**config.mk**
```make
export PLATFORM = sky130hd
export DESIGN_NAME = wb_write_arbiter
export DESIGN_NICKNAME = d
export VERILOG_FILES = /design/src/rtl/wb_pkg.sv /design/src/rtl/wb_skid_fifo.sv /design/src/rtl/wb_write_arbiter.sv
export SDC_FILE = /design/constraint.sdc
export NUM_CORES = 1
export LEC_CHECK = 0
export CORE_MARGIN = 1
export CORE_UTILIZATION = 35
export CTS_CLUSTER_DIAMETER = 200
export CTS_CLUSTER_SIZE = 25
export DETAILED_ROUTE_END_ITERATION = 8
export PLACE_DENSITY = 0.62
export REMOVE_ABC_BUFFERS = 1
export SYNTH_ARGS = -nofsm -noshare
export SYNTH_HDL_FRONTEND = slang
export SYNTH_SLANG_ARGS = --single-unit
```
**constraint.sdc**
```tcl
create_clock -name clk -period 7.14 [get_ports clk]
set_clock_uncertainty 0.15 [all_clocks]
set_input_delay 1.785 -clock clk [delete_from_list [all_inputs] [get_ports clk]]
set_output_delay 1.785 -clock clk [all_outputs]
set_load 0.01 [all_outputs]
```
**src/rtl/wb_pkg.sv**
```systemverilog
// ---------------------------------------------------------------------------
// wb_pkg
//   Shared definitions for the writeback arbiter slice: architectural
//   constants, the buffered write request record and the state encoding of
//   the long-latency holding FIFO.
// ---------------------------------------------------------------------------
package wb_pkg;

    localparam int unsigned XLEN       = 32;
    localparam int unsigned NREG       = 32;
    localparam int unsigned REG_ADDR_W = 5;

    // One pending register-file write.
    typedef struct packed {
        logic [REG_ADDR_W-1:0] rd;
        logic [XLEN-1:0]       data;
    } wb_req_t;

    // Occupancy of the holding FIFO; the only source of "how many entries".
    typedef enum logic [1:0] {
        EMPTY = 2'd0,
        ONE   = 2'd1,
        FULL  = 2'd2
    } wb_fifo_state_e;

endpackage

```
**src/rtl/wb_skid_fifo.sv**
```systemverilog
// ---------------------------------------------------------------------------
// wb_skid_fifo
//   Two-entry in-order holding buffer for long-latency results that lost the
//   write-port slot. Each entry carries a kill bit so a younger pipeline write
//   to the same register can retire it without a register-file update.
//
// Ports
//   clk, rst      : clock, asynchronous active-high reset
//   push/push_req : enqueue a request at the tail (never asserted when FULL)
//   pop           : retire the head (never asserted when EMPTY)
//   kill_valid    : mark every live entry whose rd equals kill_rd as killed
//   kill_rd       : register being overwritten by the pipeline this cycle
//   head          : current head request
//   head_killed   : kill bit of the head entry
//   state         : EMPTY / ONE / FULL occupancy
//   live_mask     : one-hot OR of rd over live, non-killed, non-x0 entries
// ---------------------------------------------------------------------------
module wb_skid_fifo
    import wb_pkg::*;
#(
    parameter int unsigned NREG       = wb_pkg::NREG,
    parameter int unsigned FIFO_DEPTH = 2
) (
    input  logic                  clk,
    input  logic                  rst,
    input  logic                  push,
    input  wb_req_t               push_req,
    input  logic                  pop,
    input  logic                  kill_valid,
    input  logic [REG_ADDR_W-1:0] kill_rd,
    output wb_req_t               head,
    output logic                  head_killed,
    output wb_fifo_state_e        state,
    output logic [NREG-1:0]       live_mask
);

    localparam int unsigned PTR_W = (FIFO_DEPTH > 1) ? $clog2(FIFO_DEPTH) : 1;

    wb_req_t               mem [FIFO_DEPTH];
    logic [FIFO_DEPTH-1:0] kill;
    logic [FIFO_DEPTH-1:0] slot_valid;
    logic [PTR_W-1:0]      rptr;
    logic [PTR_W-1:0]      wptr;
    wb_fifo_state_e        state_q;
    wb_fifo_state_e        state_d;

    // State register.
    always_ff @(posedge clk or posedge rst) begin
        if (rst) begin
            state_q <= EMPTY;
        end else begin
            state_q <= state_d;
        end
    end

    // Next-state: push-only advances, pop-only retreats, both or neither hold.
    always_comb begin
        state_d = state_q;
        if (push && !pop) begin
            case (state_q)
                EMPTY:   state_d = ONE;
                ONE:     state_d = FULL;
                default: state_d = state_q;
            endcase
        end else if (pop && !push) begin
            case (state_q)
                FULL:    state_d = ONE;
                ONE:     state_d = EMPTY;
                default: state_d = state_q;
            endcase
        end
    end

    // Which physical slots hold an entry; occupancy comes from state, the
    // pointers only say where.
    always_comb begin
        slot_valid = '0;
        for (int unsigned i = 0; i < FIFO_DEPTH; i++) begin
            slot_valid[i] = (state_q == FULL) ||
                            ((state_q == ONE) && (rptr == PTR_W'(i)));
        end
    end

    // Pointers and kill bits. A freshly pushed slot starts un-killed; the
    // caller drops a same-cycle push that would be killed before it arrives.
    always_ff @(posedge clk or posedge rst) begin
        if (rst) begin
            rptr <= '0;
            wptr <= '0;
            kill <= '0;
        end else begin
            for (int unsigned i = 0; i < FIFO_DEPTH; i++) begin
                if (kill_valid && slot_valid[i] && (mem[i].rd == kill_rd)) begin
                    kill[i] <= 1'b1;
                end
            end
            if (push) begin
                kill[wptr] <= 1'b0;
                wptr       <= wptr + 1'b1;
            end
            if (pop) begin
                rptr <= rptr + 1'b1;
            end
        end
    end

    // Payload storage needs no reset: slot_valid gates every use of it.
    always_ff @(posedge clk) begin
        if (push) begin
            mem[wptr] <= push_req;
        end
    end

    always_comb begin
        live_mask = '0;
        for (int unsigned i = 0; i < FIFO_DEPTH; i++) begin
            if (slot_valid[i] && !kill[i] && (mem[i].rd != '0)) begin
                live_mask[mem[i].rd] = 1'b1;
            end
        end
    end

    assign head        = mem[rptr];
    assign head_killed = kill[rptr];
    assign state       = state_q;

endmodule

```
**src/rtl/wb_write_arbiter.sv**
```systemverilog
// ---------------------------------------------------------------------------
// wb_write_arbiter
//   Merges the in-order pipeline WB result and a long-latency unit result onto
//   the single register-file write port. Pipeline writes always win; buffered
//   long-latency results drain in order when the pipeline is idle; with an
//   empty buffer an accepted long-latency result bypasses straight through.
//   Writes to x0 are suppressed, and buffered writes overtaken by a younger
//   pipeline write to the same register are killed.
//
// Ports
//   clk, rst                 : clock, asynchronous active-high reset
//   wb_valid/wb_rd/wb_data   : pipeline result (cannot be stalled)
//   lu_valid/lu_rd/lu_data   : long-latency result offer
//   lu_ready                 : long-latency result accepted this cycle
//   reg_we/reg_waddr/reg_wdata : registered register-file write port
//   pending_mask             : bit r set while a live buffered write to r exists
// ---------------------------------------------------------------------------
module wb_write_arbiter
    import wb_pkg::*;
#(
    parameter int unsigned XLEN       = wb_pkg::XLEN,
    parameter int unsigned NREG       = wb_pkg::NREG,
    parameter int unsigned FIFO_DEPTH = 2
) (
    input  logic                  clk,
    input  logic                  rst,
    input  logic                  wb_valid,
    input  logic [REG_ADDR_W-1:0] wb_rd,
    input  logic [XLEN-1:0]       wb_data,
    input  logic                  lu_valid,
    output logic                  lu_ready,
    input  logic [REG_ADDR_W-1:0] lu_rd,
    input  logic [XLEN-1:0]       lu_data,
    output logic                  reg_we,
    output logic [REG_ADDR_W-1:0] reg_waddr,
    output logic [XLEN-1:0]       reg_wdata,
    output logic [NREG-1:0]       pending_mask
);

    wb_fifo_state_e        fifo_state;
    wb_req_t               head;
    wb_req_t               push_req;
    logic                  head_killed;
    logic                  push;
    logic                  pop;
    logic                  lu_acc;
    logic                  lu_drop;
    logic                  we_d;
    logic [REG_ADDR_W-1:0] waddr_d;
    logic [XLEN-1:0]       wdata_d;

    wb_skid_fifo #(
        .NREG       (NREG),
        .FIFO_DEPTH (FIFO_DEPTH)
    ) u_fifo (
        .clk         (clk),
        .rst         (rst),
        .push        (push),
        .push_req    (push_req),
        .pop         (pop),
        .kill_valid  (wb_valid),
        .kill_rd     (wb_rd),
        .head        (head),
        .head_killed (head_killed),
        .state       (fifo_state),
        .live_mask   (pending_mask)
    );

    // Grant and filtering. lu_ready depends only on FIFO state (and reset),
    // never on lu_valid, so the producer sees no combinational loop.
    always_comb begin
        lu_ready = !rst && (fifo_state != FULL);
        lu_acc   = lu_valid && lu_ready;
        // x0 results and results already superseded by this cycle's pipeline
        // write are dropped at accept and never occupy a slot.
        lu_drop  = (lu_rd == '0) || (wb_valid && (wb_rd == lu_rd));
        push_req = '{rd: lu_rd, data: lu_data};
        push     = 1'b0;
        pop      = 1'b0;
        we_d     = 1'b0;
        waddr_d  = wb_rd;
        wdata_d  = wb_data;

        if (wb_valid) begin
            we_d = (wb_rd != '0);
            push = lu_acc && !lu_drop;
        end else if (fifo_state != EMPTY) begin
            pop     = 1'b1;
            we_d    = !head_killed && (head.rd != '0);
            waddr_d = head.rd;
            wdata_d = head.data;
            push    = lu_acc && !lu_drop;
        end else if (lu_acc) begin
            we_d    = (lu_rd != '0);
            waddr_d = lu_rd;
            wdata_d = lu_data;
        end
    end

    // Output registers; address/data only move on a real write.
    always_ff @(posedge clk or posedge rst) begin
        if (rst) begin
            reg_we    <= 1'b0;
            reg_waddr <= '0;
            reg_wdata <= '0;
        end else begin
            reg_we <= we_d;
            if (we_d) begin
                reg_waddr <= waddr_d;
                reg_wdata <= wdata_d;
            end
        end
    end

endmodule

```
==> results.txt <==
----------------------------------------------------
[Synthesis]
  Synthesized instance count ... 517
  Synthesized area per cell ... 11.46 um2
  Post-synth EDFFs ... 74
  Number of distinct library cell variants in the gate-level netlist after synthesis ... 43
  Complex-gate fraction of the synthesized area ... 0.1178
  Parity-gate share of the synthesized area counting xor and xnor cells ... 0.02513
  Fraction of the mapped netlist area in adder cells ... 0.008448
  Simple logic cell fraction of the synthesized area ... 0.1039
  Multiplexer fraction of the synthesized cell area ... 0.1468
  Proportion of register bits with asynchronous set or reset after synthesis ... 0.3729
  Total standard cell area after synthesis ... 5924 um2
  Sequential area share after synthesis ... 0.5609
  Main flop type after synthesis ... edfxtp_1
  #FFs+latches synth ... 118
  Synth warn ... 0
  Largest family of logic cells by synthesized area ... multiplexers

[Clock network]
  Clk Tree Root Cell ... clkbuf_16
  Clock insertion delay at the later pin of the skew report ... 0.41 ns
  Cts-stage hold buffer count ... 0
  Post-CTS setup repair buffer count ... 0
  Number of clock buffers inserted by TritonCTS ... 17
  CTS max path bufs ... 2
  Total of cells resized after clock tree synthesis ... 0
  Clock Sink Count ... 118
  Clock-pin transition on the worst setup and hold timing paths ... 0.05 ns
  Depth of the CTS H-tree ... 4
  CTS tree ... done

[Critical path]
  Peak per-stage delay on the critical path ... 0.61 ns
  CP cell instances ... inv_1, ha_1, a21oi_1, nor3b_1, nand2_1, o32ai_1, clkdlybuf4s50_1
  Top fanout value on the critical path ... 5
  CP endpoint kind ... output port
  Type of the setup path with the least slack ... flip-flop to output port
  Slowest cell on the critical path ... nor3b_1
  Launching element type of the critical path ... flip-flop
  Worst endpoint data arrival time ... 3.09 ns
  Required time at the endpoint of the critical path ... 5.20 ns

[Placed design]
  Setup Slack @ Placement ... 1.947 ns
  Placed cell count ... 852
  Port-buffer cells ... 147
  Final weighted congestion of routability-driven global placement ... 0.8640
  Hpwl dp ... 10610 um
  Post-detailed-placement cell area ... 7602 um2

[Layout]
  Net count reported at finish ... 733
  Fin area ... 8184 um2
  Ant. Diodes ... 0
  Post-Layout Cell Count ... 884
  Area Growth Syn to Fin ... 38.14%
  Fraction of final layout cells sized beyond drive strength 1 ... 0.1370
  Final core utilization ... 0.4935

[STA]
  Worst hold-check slack ... 0.3641 ns
  Final setup violation count ... 0
  Final setup slack of the worst path ... 2.113 ns
  Slew of the pin with the lowest slew margin ... 1.007 ns
  Normalized max-slew margin ... 0.3275
  Number of failing hold endpoints at the final stage ... 0
  Minimum clock period ... 5.027 ns
  Ratio of final minimum period to clock period ... 0.7040
  Max frequency ... 198.9 MHz
  Setup repair after global routing missed its margin ... no
  Fin Setup TNS ... 0 ns
  Max-slew violation total from the final report ... 0

[Pwr]
  Leakage power summed over all cells ... 3.110 nW
  Total power draw ... 3.084 mW
  P per Cell Area ... 376.9 nW/um2
  IR Drop Worst-Case VDD ... 0.0002065 V

[Die]
  Standard cell core area ... 16580 um2
  Die X ... 132.1 um
  Die Footprint ... 17450 um2
  Count of pins on the block boundary ... 149
  Standard-cell rows ... 47
  Vertical extent of the die ... 132.1 um
  Initial Util ... 0.3573

[Route]
  Initial detailed-routing violation count ... 316
  Detail-routed via count per cell ... 5.258
  Remaining antenna violation count ... 0
  Router iterations before antenna repair ... 4
  Total detailed-routing wirelength ... 15700 um
  Per-cell routed wire length ... 17.76 um
  DRC violations left ... 0
  Total number of vias ... 4648

[Global route]
  Overall track demand over capacity in global routing ... 0.1851
  Global-route wire length before repair ... 25060 um
  Number of antenna violations at the first check in global routing ... 0
  Via count of the first global-routing pass ... 4743
  Gr ovfl total ... 0
  Largest net degree at the start of global routing ... 59

[Flow run]
  Maximum capacitance violations ... 0

[Hold path]
  Class of the tightest hold or removal check ... flip-flop to flip-flop

[Status]
  Status ... completed

----------------------------------------------------
[metal layers]
metal  vias to the layer above  GRT usage  routed length [um]  part of all wire
li1                       2178          -                   -                 -
met1                      2289     0.2332                6964              0.44
met2                       160     0.3063                7581              0.48
met3                        21    0.04114                 867             0.055
met4                         0    0.07881                 282             0.018
met5                         -          0                   0                 0
[sequential cells by signal, indices dropped and copies added (netlist names)]
register / cells
reg_waddr: 5
reg_wdata: 32
reg_we: 1
u_fifo.kill: 2
u_fifo.mem: 74
u_fifo.rptr: 1
u_fifo.state: 2
u_fifo.wptr: 1
[worst max-delay path, delay by kind of cell (launching register included)]
family,cells,cell delay [ns]
simple gates,2,0.85
flops,1,0.38
compound gates,2,0.43
buf+inv,2,0.69
fa+ha+maj,1,0.34
[synthesized netlist by cell type (all sizes together), types with 2 or more instances]
library cell	count	area (um2)
mux2i	37	370.4
nand3	7	35.03
clkbuf	26	97.59
nor3b	3	27.52
nor2	43	161.4
nand2b	5	31.28
nor3	7	40.04
edfxtp	74	2222
and2	2	12.52
ha	4	50.05
dfrtp	44	1101
a31oi	33	206.5
xor2	11	96.34
o21ai	39	195.2
buf	15	91.33
nand3b	2	15.01
nand2	53	198.9
nor4	4	25.02
or2	3	18.77
xnor2	6	52.55
mux2	38	499.2
o21bai	2	15.01
a21oi	7	35.03
inv	7	26.28
nor2b	5	31.28
o22ai	30	187.7
[worst paths after layout]
kind | endpoint | slack, ns | cells past startpoint | from
setup reg to reg | reg_wdata[27] | 3.53 | 9 | u_fifo.state[0]
max in group asynchronous | u_fifo.rptr | 4.23 | 2 | rst
hold reg to reg | reg_wdata[27] | 0.36 | 1 | reg_wdata[27]
hold / removal | reg_wdata[27] | 0.36 | 1 | reg_wdata[27]
min in group asynchronous | u_fifo.kill[0] | 1.92 | 2 | rst
setup / recovery | pending_mask[17] | 2.11 | 7 | u_fifo.state[0]
[cells in the final DEF (no fill, tap or decap), drive strengths merged, types with 2 or more instances in the layout]
cell           synthesis  routed
edfxtp                74      74
xor2                  11      11
and2                   2       2
dfrtp                 44      44
inv                    7       9
o22ai                 30      30
nor4                   4       4
clkdlybuf4s50          0     147
mux2                  38      38
nand3b                 2       2
xnor2                  6       6
ha                     4       4
clkinv                 0       9
or2                    3       3
nor2                  43      43
buf                   15       9
nand3                  7       7
nand2b                 5       5
nand2                 53      53
clkbuf                26      17
o21ai                 39      39
a31oi                 33      33
nor3                   7       7
mux2i                 37      37
o21bai                 2       2
nor2b                  5       5
nor3b                  3       3
bufinv                 0       2
clkinvlp               0       2
a21oi                  7       7
[area by class of cell]
cell class	instances	area, um2
flip-flops and latches	118	3324
clock inverters	15	156.4
well taps	220	275.3
repair buffers	156	1539
multi-input cells	351	2437
inverters	7	26.28
fillers	1467	8399
clock buffers	17	425.4
[kinds of logic after synthesis]
family / count (synthesis)
xor+xnor: 17
flops: 118
mux: 75
other cells: 1
buf+inv: 48
fa+ha+maj: 4
simple gates: 136
compound gates: 118
[power by group]
part / switching (mW) / total (mW) / leakage [nW] / internal, mW
Combinational: 0.624 / 1.25 / 1.62 / 0.626
Sequential: 0.0974 / 1.01 / 1.20 / 0.911
Clock: 0.311 / 0.825 / 0.283 / 0.514
Total: 1.03 / 3.08 / 3.11 / 2.05
No activity file was read; power rests on OpenSTA's default activity.
